## src/rtl/dec_pkg.sv

```systemverilog
// Shared decode definitions for the dec_stage pipeline stage: opcodes, op_mode/func_op
// encodings and the packed decoded bundle carried from decoder to output register.
package dec_pkg;

  localparam logic [6:0] OPC_LOAD     = 7'b0000011;
  localparam logic [6:0] OPC_MISC_MEM = 7'b0001111;
  localparam logic [6:0] OPC_OP_IMM   = 7'b0010011;
  localparam logic [6:0] OPC_AUIPC    = 7'b0010111;
  localparam logic [6:0] OPC_STORE    = 7'b0100011;
  localparam logic [6:0] OPC_OP       = 7'b0110011;
  localparam logic [6:0] OPC_LUI      = 7'b0110111;
  localparam logic [6:0] OPC_BRANCH   = 7'b1100011;
  localparam logic [6:0] OPC_JALR     = 7'b1100111;
  localparam logic [6:0] OPC_JAL      = 7'b1101111;
  localparam logic [6:0] OPC_SYSTEM   = 7'b1110011;

  localparam logic [2:0] OPM_NONE  = 3'd0;
  localparam logic [2:0] OPM_LOGIC = 3'd1;
  localparam logic [2:0] OPM_SHIFT = 3'd2;
  localparam logic [2:0] OPM_CMP   = 3'd3;
  localparam logic [2:0] OPM_ADD   = 3'd4;
  localparam logic [2:0] OPM_MUL   = 3'd5;
  localparam logic [2:0] OPM_DIV   = 3'd6;
  localparam logic [2:0] OPM_REM   = 3'd7;

  localparam logic [2:0] FOP_AND      = 3'b000;
  localparam logic [2:0] FOP_OR       = 3'b001;
  localparam logic [2:0] FOP_XOR      = 3'b010;
  localparam logic [2:0] FOP_SLL      = 3'b000;
  localparam logic [2:0] FOP_SRL      = 3'b010;
  localparam logic [2:0] FOP_SRA      = 3'b011;
  localparam logic [2:0] FOP_LT       = 3'b000;
  localparam logic [2:0] FOP_LTU      = 3'b001;
  localparam logic [2:0] FOP_GEU      = 3'b010;
  localparam logic [2:0] FOP_GE       = 3'b011;
  localparam logic [2:0] FOP_NE       = 3'b100;
  localparam logic [2:0] FOP_EQ       = 3'b101;
  localparam logic [2:0] FOP_ADD      = 3'b000;
  localparam logic [2:0] FOP_SUB      = 3'b001;
  localparam logic [2:0] FOP_MUL      = 3'b000;
  localparam logic [2:0] FOP_MULH     = 3'b001;
  localparam logic [2:0] FOP_MULHSU   = 3'b010;
  localparam logic [2:0] FOP_MULHU    = 3'b011;
  localparam logic [2:0] FOP_SIGNED   = 3'b000;
  localparam logic [2:0] FOP_UNSIGNED = 3'b001;

  typedef struct packed {
    logic [4:0]  rd;
    logic [4:0]  rs1;
    logic [4:0]  rs2;
    logic [31:0] imm;
    logic [2:0]  funct3;
    logic [2:0]  op_mode;
    logic [2:0]  func_op;
    logic        alusrc;
    logic        mem_to_reg;
    logic        reg_write;
    logic        mem_read;
    logic        mem_write;
    logic        branch;
    logic        jump;
    logic        jalr;
    logic        pc_rel;
    logic        illegal;
  } dec_bundle_t;

  // Shared OP / OP-IMM funct3 mapping; alt selects SUB/SRA (funct7[5]).
  function automatic logic [5:0] alu_sel(input logic [2:0] f3, input logic alt);
    logic [5:0] sel;
    case (f3)
      3'b000:  sel = alt ? {OPM_ADD, FOP_SUB} : {OPM_ADD, FOP_ADD};
      3'b001:  sel = {OPM_SHIFT, FOP_SLL};
      3'b010:  sel = {OPM_CMP, FOP_LT};
      3'b011:  sel = {OPM_CMP, FOP_LTU};
      3'b100:  sel = {OPM_LOGIC, FOP_XOR};
      3'b101:  sel = alt ? {OPM_SHIFT, FOP_SRA} : {OPM_SHIFT, FOP_SRL};
      3'b110:  sel = {OPM_LOGIC, FOP_OR};
      default: sel = {OPM_LOGIC, FOP_AND};
    endcase
    return sel;
  endfunction

endpackage

```

## src/rtl/dec_core.sv

```systemverilog
// Purely combinational RV32I decoder: instruction word to decoded bundle.
// RV32M decode is included only when DEC_RV32M_EN is defined; otherwise those encodings are illegal.
module dec_core
  import dec_pkg::*;
(
  input  logic [31:0] i_inst,
  output dec_bundle_t o_bundle
);

  logic [6:0]  opc;
  logic [6:0]  f7;
  logic [2:0]  f3;
  logic [4:0]  rd;
  logic [4:0]  rs1;
  logic [4:0]  rs2;
  logic [31:0] imm_i;
  logic [31:0] imm_s;
  logic [31:0] imm_b;
  logic [31:0] imm_u;
  logic [31:0] imm_j;
  dec_bundle_t b;
  logic        bad;

  assign opc   = i_inst[6:0];
  assign f7    = i_inst[31:25];
  assign f3    = i_inst[14:12];
  assign rd    = i_inst[11:7];
  assign rs1   = i_inst[19:15];
  assign rs2   = i_inst[24:20];
  assign imm_i = {{20{i_inst[31]}}, i_inst[31:20]};
  assign imm_s = {{20{i_inst[31]}}, i_inst[31:25], i_inst[11:7]};
  assign imm_b = {{19{i_inst[31]}}, i_inst[31], i_inst[7], i_inst[30:25], i_inst[11:8], 1'b0};
  assign imm_u = {i_inst[31:12], 12'b0};
  assign imm_j = {{11{i_inst[31]}}, i_inst[31], i_inst[19:12], i_inst[20], i_inst[30:21], 1'b0};

  always_comb begin
    b   = '0;
    bad = 1'b0;
    case (opc)
      OPC_LUI, OPC_AUIPC: begin
        b.rd        = rd;
        b.imm       = imm_u;
        b.op_mode   = OPM_ADD;
        b.func_op   = FOP_ADD;
        b.alusrc    = 1'b1;
        b.reg_write = 1'b1;
        b.pc_rel    = (opc == OPC_AUIPC);
      end
      OPC_JAL, OPC_JALR: begin
        bad         = (opc == OPC_JALR) && (f3 != 3'b000);
        b.rd        = rd;
        b.rs1       = (opc == OPC_JALR) ? rs1 : 5'd0;
        b.imm       = (opc == OPC_JALR) ? imm_i : imm_j;
        b.op_mode   = OPM_ADD;
        b.func_op   = FOP_ADD;
        b.alusrc    = 1'b1;
        b.reg_write = 1'b1;
        b.jump      = 1'b1;
        b.jalr      = (opc == OPC_JALR);
        b.pc_rel    = (opc == OPC_JAL);
      end
      OPC_BRANCH: begin
        bad       = (f3 == 3'b010) || (f3 == 3'b011);
        b.rs1     = rs1;
        b.rs2     = rs2;
        b.imm     = imm_b;
        b.op_mode = OPM_CMP;
        b.branch  = 1'b1;
        case (f3)
          3'b000:  b.func_op = FOP_EQ;
          3'b001:  b.func_op = FOP_NE;
          3'b100:  b.func_op = FOP_LT;
          3'b101:  b.func_op = FOP_GE;
          3'b110:  b.func_op = FOP_LTU;
          default: b.func_op = FOP_GEU;
        endcase
      end
      OPC_LOAD: begin
        bad          = (f3 == 3'b011) || (f3 == 3'b110) || (f3 == 3'b111);
        b.rd         = rd;
        b.rs1        = rs1;
        b.imm        = imm_i;
        b.op_mode    = OPM_ADD;
        b.func_op    = FOP_ADD;
        b.alusrc     = 1'b1;
        b.mem_to_reg = 1'b1;
        b.reg_write  = 1'b1;
        b.mem_read   = 1'b1;
      end
      OPC_STORE: begin
        bad         = f3[2] || (f3 == 3'b011);
        b.rs1       = rs1;
        b.rs2       = rs2;
        b.imm       = imm_s;
        b.op_mode   = OPM_ADD;
        b.func_op   = FOP_ADD;
        b.alusrc    = 1'b1;
        b.mem_write = 1'b1;
      end
      OPC_OP_IMM: begin
        bad = ((f3 == 3'b001) && (f7 != 7'b0000000)) ||
              ((f3 == 3'b101) && (f7 != 7'b0000000) && (f7 != 7'b0100000));
        b.rd        = rd;
        b.rs1       = rs1;
        b.imm       = imm_i;
        b.alusrc    = 1'b1;
        b.reg_write = 1'b1;
        {b.op_mode, b.func_op} = alu_sel(f3, (f3 == 3'b101) && f7[5]);
      end
      OPC_OP: begin
        b.rd        = rd;
        b.rs1       = rs1;
        b.rs2       = rs2;
        b.reg_write = 1'b1;
        if (f7 == 7'b0000001) begin
`ifdef DEC_RV32M_EN
          case (f3)
            3'b000:  {b.op_mode, b.func_op} = {OPM_MUL, FOP_MUL};
            3'b001:  {b.op_mode, b.func_op} = {OPM_MUL, FOP_MULH};
            3'b010:  {b.op_mode, b.func_op} = {OPM_MUL, FOP_MULHSU};
            3'b011:  {b.op_mode, b.func_op} = {OPM_MUL, FOP_MULHU};
            3'b100:  {b.op_mode, b.func_op} = {OPM_DIV, FOP_SIGNED};
            3'b101:  {b.op_mode, b.func_op} = {OPM_DIV, FOP_UNSIGNED};
            3'b110:  {b.op_mode, b.func_op} = {OPM_REM, FOP_SIGNED};
            default: {b.op_mode, b.func_op} = {OPM_REM, FOP_UNSIGNED};
          endcase
`else
          bad = 1'b1;
`endif
        end else begin
          bad = !((f7 == 7'b0000000) ||
                  ((f7 == 7'b0100000) && ((f3 == 3'b000) || (f3 == 3'b101))));
          {b.op_mode, b.func_op} = alu_sel(f3, f7[5]);
        end
      end
      OPC_MISC_MEM, OPC_SYSTEM: begin
        b.op_mode = OPM_NONE;
      end
      default: bad = 1'b1;
    endcase

    // Illegal bundles carry no control or register fields, only the flag and raw funct3.
    if (bad) begin
      b         = '0;
      b.illegal = 1'b1;
    end
    b.funct3 = f3;
    if (b.rd == 5'd0) begin
      b.reg_write = 1'b0;
    end
    o_bundle = b;
  end

endmodule

```

## src/rtl/dec_stage.sv

```systemverilog
// Registered decode stage: instruction FIFO, dec_core on the FIFO head, valid/ready output register.
// Build option DEC_RV32M_EN (consumed by dec_core) enables RV32M decode.
module dec_stage
  import dec_pkg::*;
#(
  parameter int DEPTH = 4,
  parameter int PC_W  = 32
) (
  input  logic                     i_clk,
  input  logic                     i_rst,
  input  logic                     i_valid,
  output logic                     o_ready,
  input  logic [31:0]              i_inst_data,
  input  logic [PC_W-1:0]          i_pc,
  input  logic                     i_flush,
  output logic                     o_valid,
  input  logic                     i_ready,
  output logic [PC_W-1:0]          o_pc,
  output logic [4:0]               o_rd,
  output logic [4:0]               o_rs1,
  output logic [4:0]               o_rs2,
  output logic [31:0]              o_imm,
  output logic [2:0]               o_funct3,
  output logic [2:0]               o_op_mode,
  output logic [2:0]               o_func_op,
  output logic                     o_alusrc,
  output logic                     o_mem_to_reg,
  output logic                     o_reg_write,
  output logic                     o_mem_read,
  output logic                     o_mem_write,
  output logic                     o_branch,
  output logic                     o_jump,
  output logic                     o_jalr,
  output logic                     o_pc_rel,
  output logic                     o_illegal,
  output logic [$clog2(DEPTH):0]   o_count
);

  localparam int PTR_W = $clog2(DEPTH);
  localparam int CNT_W = PTR_W + 1;

  logic [31:0]     inst_mem_q [DEPTH];
  logic [31:0]     inst_mem_d [DEPTH];
  logic [PC_W-1:0] pc_mem_q [DEPTH];
  logic [PC_W-1:0] pc_mem_d [DEPTH];
  logic [PTR_W-1:0] wr_ptr_q, wr_ptr_d;
  logic [PTR_W-1:0] rd_ptr_q, rd_ptr_d;
  logic [CNT_W-1:0] count_q, count_d;
  logic             out_valid_q, out_valid_d;
  dec_bundle_t      out_bundle_q, out_bundle_d;
  logic [PC_W-1:0]  out_pc_q, out_pc_d;
  dec_bundle_t      head_bundle;
  logic             full;
  logic             empty;
  logic             push;
  logic             load;

  dec_core u_core (
    .i_inst   (inst_mem_q[rd_ptr_q]),
    .o_bundle (head_bundle)
  );

  assign full    = (count_q == CNT_W'(DEPTH));
  assign empty   = (count_q == '0);
  assign o_ready = !full && !i_rst;
  assign push    = i_valid && o_ready && !i_flush;
  assign load    = !empty && (!out_valid_q || i_ready) && !i_flush;

  always_comb begin
    inst_mem_d   = inst_mem_q;
    pc_mem_d     = pc_mem_q;
    wr_ptr_d     = wr_ptr_q;
    rd_ptr_d     = rd_ptr_q;
    count_d      = count_q;
    out_valid_d  = out_valid_q;
    out_bundle_d = out_bundle_q;
    out_pc_d     = out_pc_q;
    if (i_flush) begin
      wr_ptr_d    = '0;
      rd_ptr_d    = '0;
      count_d     = '0;
      out_valid_d = 1'b0;
    end else begin
      if (push) begin
        inst_mem_d[wr_ptr_q] = i_inst_data;
        pc_mem_d[wr_ptr_q]   = i_pc;
        wr_ptr_d             = wr_ptr_q + 1'b1;
      end
      if (load) begin
        rd_ptr_d     = rd_ptr_q + 1'b1;
        out_valid_d  = 1'b1;
        out_bundle_d = head_bundle;
        out_pc_d     = pc_mem_q[rd_ptr_q];
      end else if (out_valid_q && i_ready) begin
        out_valid_d = 1'b0;
      end
      count_d = count_q + CNT_W'(push) - CNT_W'(load);
    end
  end

  // FIFO storage is not reset; occupancy and pointers alone define its contents.
  always_ff @(posedge i_clk) begin
    if (i_rst) begin
      wr_ptr_q     <= '0;
      rd_ptr_q     <= '0;
      count_q      <= '0;
      out_valid_q  <= 1'b0;
      out_bundle_q <= '0;
      out_pc_q     <= '0;
    end else begin
      inst_mem_q   <= inst_mem_d;
      pc_mem_q     <= pc_mem_d;
      wr_ptr_q     <= wr_ptr_d;
      rd_ptr_q     <= rd_ptr_d;
      count_q      <= count_d;
      out_valid_q  <= out_valid_d;
      out_bundle_q <= out_bundle_d;
      out_pc_q     <= out_pc_d;
    end
  end

  assign o_valid      = out_valid_q;
  assign o_pc         = out_pc_q;
  assign o_rd         = out_bundle_q.rd;
  assign o_rs1        = out_bundle_q.rs1;
  assign o_rs2        = out_bundle_q.rs2;
  assign o_imm        = out_bundle_q.imm;
  assign o_funct3     = out_bundle_q.funct3;
  assign o_op_mode    = out_bundle_q.op_mode;
  assign o_func_op    = out_bundle_q.func_op;
  assign o_alusrc     = out_bundle_q.alusrc;
  assign o_mem_to_reg = out_bundle_q.mem_to_reg;
  assign o_reg_write  = out_bundle_q.reg_write;
  assign o_mem_read   = out_bundle_q.mem_read;
  assign o_mem_write  = out_bundle_q.mem_write;
  assign o_branch     = out_bundle_q.branch;
  assign o_jump       = out_bundle_q.jump;
  assign o_jalr       = out_bundle_q.jalr;
  assign o_pc_rel     = out_bundle_q.pc_rel;
  assign o_illegal    = out_bundle_q.illegal;
  assign o_count      = count_q;

endmodule
```

## config.mk

```make
export PLATFORM = sky130hd
export DESIGN_NAME = dec_stage
export DESIGN_NICKNAME = d
export VERILOG_FILES = /design/src/rtl/dec_pkg.sv /design/src/rtl/dec_core.sv /design/src/rtl/dec_stage.sv
export SDC_FILE = /design/constraint.sdc
export NUM_CORES = 1
export LEC_CHECK = 0
export ABC_CLOCK_PERIOD_IN_PS = 6000
export CELL_PAD_IN_SITES_DETAIL_PLACEMENT = 1
export CELL_PAD_IN_SITES_GLOBAL_PLACEMENT = 2
export CORE_MARGIN = 3
export CORE_UTILIZATION = 43
export CTS_CLUSTER_SIZE = 40
export DETAILED_ROUTE_END_ITERATION = 12
export GPL_TIMING_DRIVEN = 0
export PLACE_DENSITY_LB_ADDON = 0.2
export SETUP_SLACK_MARGIN = 0.3
export SKIP_CTS_REPAIR_TIMING = 1
export SYNTH_ARGS = -nofsm -noshare
export SYNTH_HDL_FRONTEND = slang
export SYNTH_SLANG_ARGS = --single-unit
```

## constraint.sdc

```tcl
create_clock -name i_clk -period 6 [get_ports i_clk]
set_input_delay 1.8 -clock i_clk [delete_from_list [all_inputs] [get_ports i_clk]]
set_output_delay 1.8 -clock i_clk [all_outputs]
set_load 0.01 [all_outputs]
```

==> metrics.md, run 1 <==
| Metric | Value |
|---|---|
| Area Overhead vs Synth | 26.2% |
| CTS max path bufs | 3 |
| Slew Viols, Final | 0 |
| CTS tree | yes |
| Required @ worst endpoint | 4.20 ns |
| Distinct cells, synth | 56 |
| Placed Area | about 0.016 sq mm |
| Antenna violations before repair | 2 |
| Mapped Area | roughly 0.014 sq mm |
| GR Layer Usage met2 | 35.6% |
| Unrepaired setup endpoints after global routing | false |
| #FFs+latches synth | roughly 360 |
| WS Path Type | input port to output port |
| Final Critical Period | 5.37 ns |
| DR pass1 iterations | 5 |
| Crit path largest cell delay | 0.66 ns |
| Fmax | 186 MHz |
| Initial drt markers | 528 |
| Top Registers | inst_mem_q: 128 flops, pc_mem_q: 128 flops |
| Status | finished, final reports clean |
| Placement Rows | 64 |
| Root Driver | clkbuf_16 |
| Inserted Clock Buffers | 38 |
| Core area | ~0.03 sq mm |
| Worst-Skew Late Latency | 0.52 ns |
| XOR/XNOR share of the synthesized area | less than 1% |
| Post-Synth Adder-Cell Area | less than 1% |
| Initial Util | between 40 and 50% |
| Die Footprint | 0.0339 sq mm |
| Via count | between 8000 and 9000 |
| Met3 Resource Use GR | between 4 and 5% |
| Final Cycle Share | 89.5% |
| Clk sink count | ~360 |
| H-tree depth | 2 |
| Final WL | 34200 microns |
| Most frequent cells in the layout | 256 x edfxtp_1, 170 x clkdlybuf4s50_1, 107 x nand2_1, 105 x dfxtp_1, 64 x mux4_2 |
| Largest net degree at the start of global routing | 54 |
| I/O pin total | around 170 |
| Die Wd | roughly 180 microns |
| Main combinational cell family by area after synthesis | multiplexers |
| Worst-path fanout max | 11 |
| Mux contribution to synthesized area | 10.7% |
| PwrDens | roughly 310 mW/mm^2 |
| CP most frequent cell | clkbuf_1 |
| Slowest-stage cell, CP | clkbuf_1 |
| Clock transition at path regs | ~0.05 ns |
| Detailed Place HPWL | about 23000 microns |
| Antenna viol nets, final | 0 |
| Final Instance Area | between 0.015 and 0.02 sq mm |
| Register area share after synthesis | a little under three quarters |
| Commonest non-fill, non-tap cell in the layout | edfxtp_1 |
| Crit end category | output port |
| Total track usage | between 20% and 30% |
| Worst Skew | 0.0167 ns |
| YS warnings | 0 |
| Syn_area_per_cell | roughly 16 sq um |
| Layout Nets | roughly 1100 |
| Final setup fails | 0 |
| Layout fillers | slightly below 3000 |
| Residual DRC | 0 |
| Non-filler instance count after layout | between 1000 and 1500 |
| Simple-Gate Fraction of Synth Area | under 10% |
| Drt wl/cell | 23.0 microns |
| Synth Flop Type | edfxtp_1 |
| Worst Path Buf+Inv | 3 |
| Placed cells | between 1000 and 1500 |
| Syn Nets | 922 |
| Sequential Area | just under 0.01 sq mm |
| Final hold viol count | 0 |
| Layout cells sized above 1 | between 10 and 15% |
| Met1 Resource Use GR | 26.1% |
| Number of max-cap violations | 0 |
| PortBufs | 170 |
| Hold WC Path Type | flop to flop |
| First-pass GRT wire length | 52600 microns |
| Crit path launch type | input port |
| P_leak | about 5.5 nW |
| Gr ovfl total | 0 |
| Slew @ Worst Pin | 0.975 ns |
| Crit path arrival time | between 3 and 4 ns |
| Critical Path, Cell by Cell | clkbuf_1 > clkbuf_1 > a21oi_1 > clkdlybuf4s50_1 |
| GP Congestion | about 0.79 |
| Area of the multi-input gates | roughly 0.0036 sq mm |
| Peak VDD IR | ~0.26 mV |
| Chip height | about 180 microns |
| Vias per inst | 5.48 |
| Most congested layer reported by global routing | met2 |
| Cell family with most CP delay | buffers and inverters |
| Vias in the first global route | 8885 |
| Number of synthesized flops with an enable pin | 256 |
| Synth Area in Compound Gates | around 8% |
| Slew margin rel. | approximately a third |
| Synth Instances | 846 |
| Async S/R FF share, synth | 0% |
==> cells in the mapped netlist (all sizes together) (2+ instances only) <==
| library cell | instances | area [sq um] |
|---|---|---|
| a21o | 8 | 60.1 |
| a21oi | 56 | 280 |
| a22o | 24 | 210 |
| a22oi | 2 | 15.0 |
| a32o | 22 | 220 |
| and2 | 9 | 56.3 |
| and3 | 2 | 12.5 |
| buf | 21 | 120 |
| clkbuf | 29 | 109 |
| dfxtp | 105 | 2100 |
| edfxtp | 256 | 7690 |
| ha | 6 | 75.1 |
| inv | 13 | 48.8 |
| mux4 | 64 | 1440 |
| nand2 | 107 | 402 |
| nand2b | 4 | 25.0 |
| nand3 | 7 | 35.0 |
| nand4 | 2 | 12.5 |
| nor2 | 30 | 118 |
| nor2b | 4 | 25.0 |
| nor3 | 10 | 60.1 |
| nor3b | 3 | 27.5 |
| nor4 | 4 | 31.3 |
| o211ai | 2 | 15.0 |
| o21a | 2 | 15.0 |
| o21ai | 10 | 61.3 |
| o22ai | 2 | 12.5 |
| o31ai | 16 | 120 |
| or2 | 4 | 25.0 |
| or3 | 2 | 12.5 |
| or4 | 2 | 15.0 |
| xnor2 | 3 | 26.3 |
| xor2 | 3 | 26.3 |
==> power by group <==
group	total (mW)	switching, mW	internal [mW]
Combinational	0.240	0.136	0.105
Sequential	2.71	0.0114	2.70
Clock	2.34	0.941	1.40
==> logic make-up after synthesis <==
| logic type | count (synthesis) |
|---|---|
| DFF | 361 |
| and+or+nand+nor | 193 |
| AOI/OAI and AO/OA | 151 |
| muxes | 65 |
| buffers and inverters | 63 |
| adders and majority gates | 7 |
| xor gates and xnor gates | 6 |
==> final timing paths <==
kind / from / to / slack (ns) / cells after the start
setup / recovery: i_rst / o_ready / 0.63 / 4
hold / removal: o_imm[26]$_SDFFE_PP0P_ / o_imm[26]$_SDFFE_PP0P_ / 0.45 / 2
setup reg to reg: rd_ptr_q[1]$_SDFFE_PP0P_ / o_imm[19]$_SDFFE_PP0P_ / 2.26 / 10
hold reg to reg: o_imm[26]$_SDFFE_PP0P_ / o_imm[26]$_SDFFE_PP0P_ / 0.45 / 2
==> layer usage <==
metal  vias to the layer above  wire length [microns]  part of all wire (%)
met2                       215                  17200                    50
met4                         2                    772                   2.3
met1                      4147                  14300                    42
met5                         -                     13                 0.038
li1                       3723                      -                     -
met3                        58                   1910                   5.6
==> tightest hold or removal path: cells and delay by family (launching register included) <==
kind             cells  cell delay (ns)
AND/OR/NAND/NOR      1             0.05
flip-flops           1             0.32
AO/OA/AOI/OAI        1             0.05
==> area by class of cell <==
class / count / share of cell area, %
Inverter: 13 / 0.284
Multi-Input combinational cell: 422 / 20.8
Sequential cell: 361 / 56.9
Timing Repair Buffer: 174 / 10.5
Clock inverter: 16 / 0.946
Clock buffer: 53 / 6.33
Antenna cell: 1 / 0.0146
Buffer: 50 / 1.33
Tap cell: 396 / 2.88
==> through the flow <==
stage               setup WS (ns)  setup TNS [ns]  utilization [%]  hold WS, ns  power (mW)
floorplan                    1.38               0                -        0.469        2.87
global placement           -0.497         -116.11             51.2        0.440        3.00
detailed placement          0.603               0             51.6        0.440        3.00
CTS                         0.603               0             55.6        0.453        5.35
global route                0.463               0             55.6        0.473        5.47
finish                      0.629               0             55.6        0.450        5.29
Note: power is estimated with default switching activity, not from simulation.
==> run 2: changes to the inputs <==
ABC_CLOCK_PERIOD_IN_PS = 5400   (was 6000)
CORE_UTILIZATION = 40   (was 43)
clock period = 5.4 ns   (was 6 ns; I/O delays follow)
==> run 2 against run 1 <==
Critical endpoint unchanged; clock skew is 0.0045 ns lower; critical path depth unchanged; first-iteration DRC count is 28% lower.
==> metrics.md, run 2 (synthesized netlist as in run 1, its figures left out) <==
| Metric | Value |
|---|---|
| Slew Viols, Final | 0 |
| Chip height | between 150 and 200 microns |
| Layout Nets | 1138 |
| H-tree depth | 2 |
| Largest net degree at the start of global routing | 55 |
| First-pass GRT wire length | between 50000 and 60000 microns |
| Top routing layer used | met5 |
| WS Path Type | input port to output port |
| DR pass1 iterations | 5 |
| Met2 WL | between 15000 and 20000 microns |
| Final Cycle Share | between 90% and 100% |
| Antenna viol nets, final | 0 |
| Design Power | about 5.9 mW |
| Status | finished, final reports clean |
| Power Internal | between 4 and 5 mW |
| Crit end category | output port |
| Die Wd | ~190 microns |
| Placed cells | 1462 |
| Net Sw Frac | between 20% and 30% |
| Via count | roughly 8000 |
| Slew margin rel. | roughly 30% |
| Initial Util | around two fifths |
| R2R setup slack | 1.61 ns |
| Layout fillers | roughly 3200 |
| Diode count | 0 |
| Vias in the first global route | around 8600 |
| Clk sink count | 361 |
| CTS tree | yes |
| Number of max-cap violations | 0 |
| Hold WC Path Type | flop to flop |
| M1 WL | 14600 microns |
| Non-filler instance count after layout | around 1500 |
| Final TNS setup | 0 ns |
| Peak VDD IR | 0.243 mV |
| Drt wl/cell | ~22 microns |
| Core area | approximately 0.033 sq mm |
| Layout cells sized above 1 | 14.2% |
| Final Instance Area | about 0.017 sq mm |
| GP Congestion | around 0.8 |
| Area Overhead vs Synth | 26.8% |
| Crit path arrival time | 3.30 ns |
| Final setup fails | 0 |
| Worst Skew | 0.0122 ns |
| Fmax | about 200 MHz |
| Min setup slack post-route | 0.484 ns |
| Placed Area | 0.0160 sq mm |
| Flop pwr share | between 50% and 60% |
| Detailed Place HPWL | roughly 23000 microns |
| Unrepaired setup endpoints after global routing | false |
| Final WL | roughly 34000 microns |
| Inserted Clock Buffers | 40 |
| Clock transition at path regs | approximately 0.060 ns |
| Root Driver | clkbuf_16 |
| Worst-path fanout max | 10 |
| Residual DRC | 0 |
| Place WS | 0.342 ns |
| Commonest non-fill, non-tap cell in the layout | edfxtp_1 |
| Die Footprint | around 0.036 sq mm |
| P_leak | 5.55 nW |
| PwrDens | approximately 340 mW/mm^2 |
| CTS max path bufs | 3 |
| Vias per inst | 5.24 |
| Net load switching power | between 1 and 1.5 mW |
| Gr ovfl total | 0 |
| Most frequent cells in the layout | 256 x edfxtp_1, 170 x clkdlybuf4s50_1, 107 x nand2_1, 105 x dfxtp_1, 64 x mux4_2 |
| Final Critical Period | about 4.9 ns |
| Slew @ Worst Pin | 1.04 ns |
| Final hold viol count | 0 |
| Top Registers | inst_mem_q: 128 flops, pc_mem_q: 128 flops |
| Antenna violations before repair | 1 |
| Initial drt markers | between 300 and 400 |
| Crit path launch type | input port |
| Worst-Skew Late Latency | between 0.5 and 0.6 ns |
| Clock power frac | 44.4% |
| Required @ worst endpoint | approximately 3.8 ns |
| Total track usage | between 10% and 20% |
| I/O pin total | ~170 |
| Final core utilization | 52.3% |
| Comb power frac | 4.5% |
| DR WL met3 | 1890 microns |
| Final hold slack | 0.448 ns |
| Placement Rows | 66 |
| PortBufs | 170 |
==> run 2: changes by cell type in the layout (fill, tap and decap cells not counted), sizes merged <==
cell           before  now
bufinv              3    1
diode               1    0
clkbuf             82   88
clkinv             10   11
clkdlybuf4s15       0    1
clkinvlp            2    1
==> run 2: power by group through the flow <==
stage               Sequential, mW  Clock, mW  Combinational (mW)
detailed placement            3.07          0               0.270
CTS                           3.01       2.68               0.271
global route                  3.01       2.80               0.292
floorplan                     3.07          0               0.116
finish                        3.01       2.61               0.265
global placement              3.07          0               0.261
==> run 2: per-layer routing <==
metal,up-vias,GRT usage [%]
met2,190,32.5
met4,2,4.43
met5,-,0
met3,47,4.21
met1,4081,24.2
li1,3735,-
==> run 2: final timing paths <==
| kind | start | end | depth (start not counted) |
|---|---|---|---|
| hold reg to reg | o_imm[27]$_SDFFE_PP0P_ | o_imm[27]$_SDFFE_PP0P_ | 2 |
| setup / recovery | i_rst | o_ready | 4 |
| hold / removal | o_imm[27]$_SDFFE_PP0P_ | o_imm[27]$_SDFFE_PP0P_ | 2 |
| setup reg to reg | rd_ptr_q[1]$_SDFFE_PP0P_ | o_imm[15]$_SDFFE_PP0P_ | 10 |
==> run 2: critical path, cell delays in order <==
cell and delay [ns]:
clkdlybuf4s15_1 0.53, clkbuf_1 0.39, a21oi_1 0.19, clkdlybuf4s50_1 0.56
==> run 2: cell type report <==
type                            instances  area, sq um  area share [%]
Multi-Input combinational cell        422         3570            20.7
Tap cell                              442          553            3.20
Clock inverter                         14          113           0.652
Timing Repair Buffer                  174         1810            10.5
Sequential cell                       361         9790            56.7
Inverter                               13         48.8           0.282
Buffer                                 50          235            1.36
Clock buffer                           60         1160            6.71
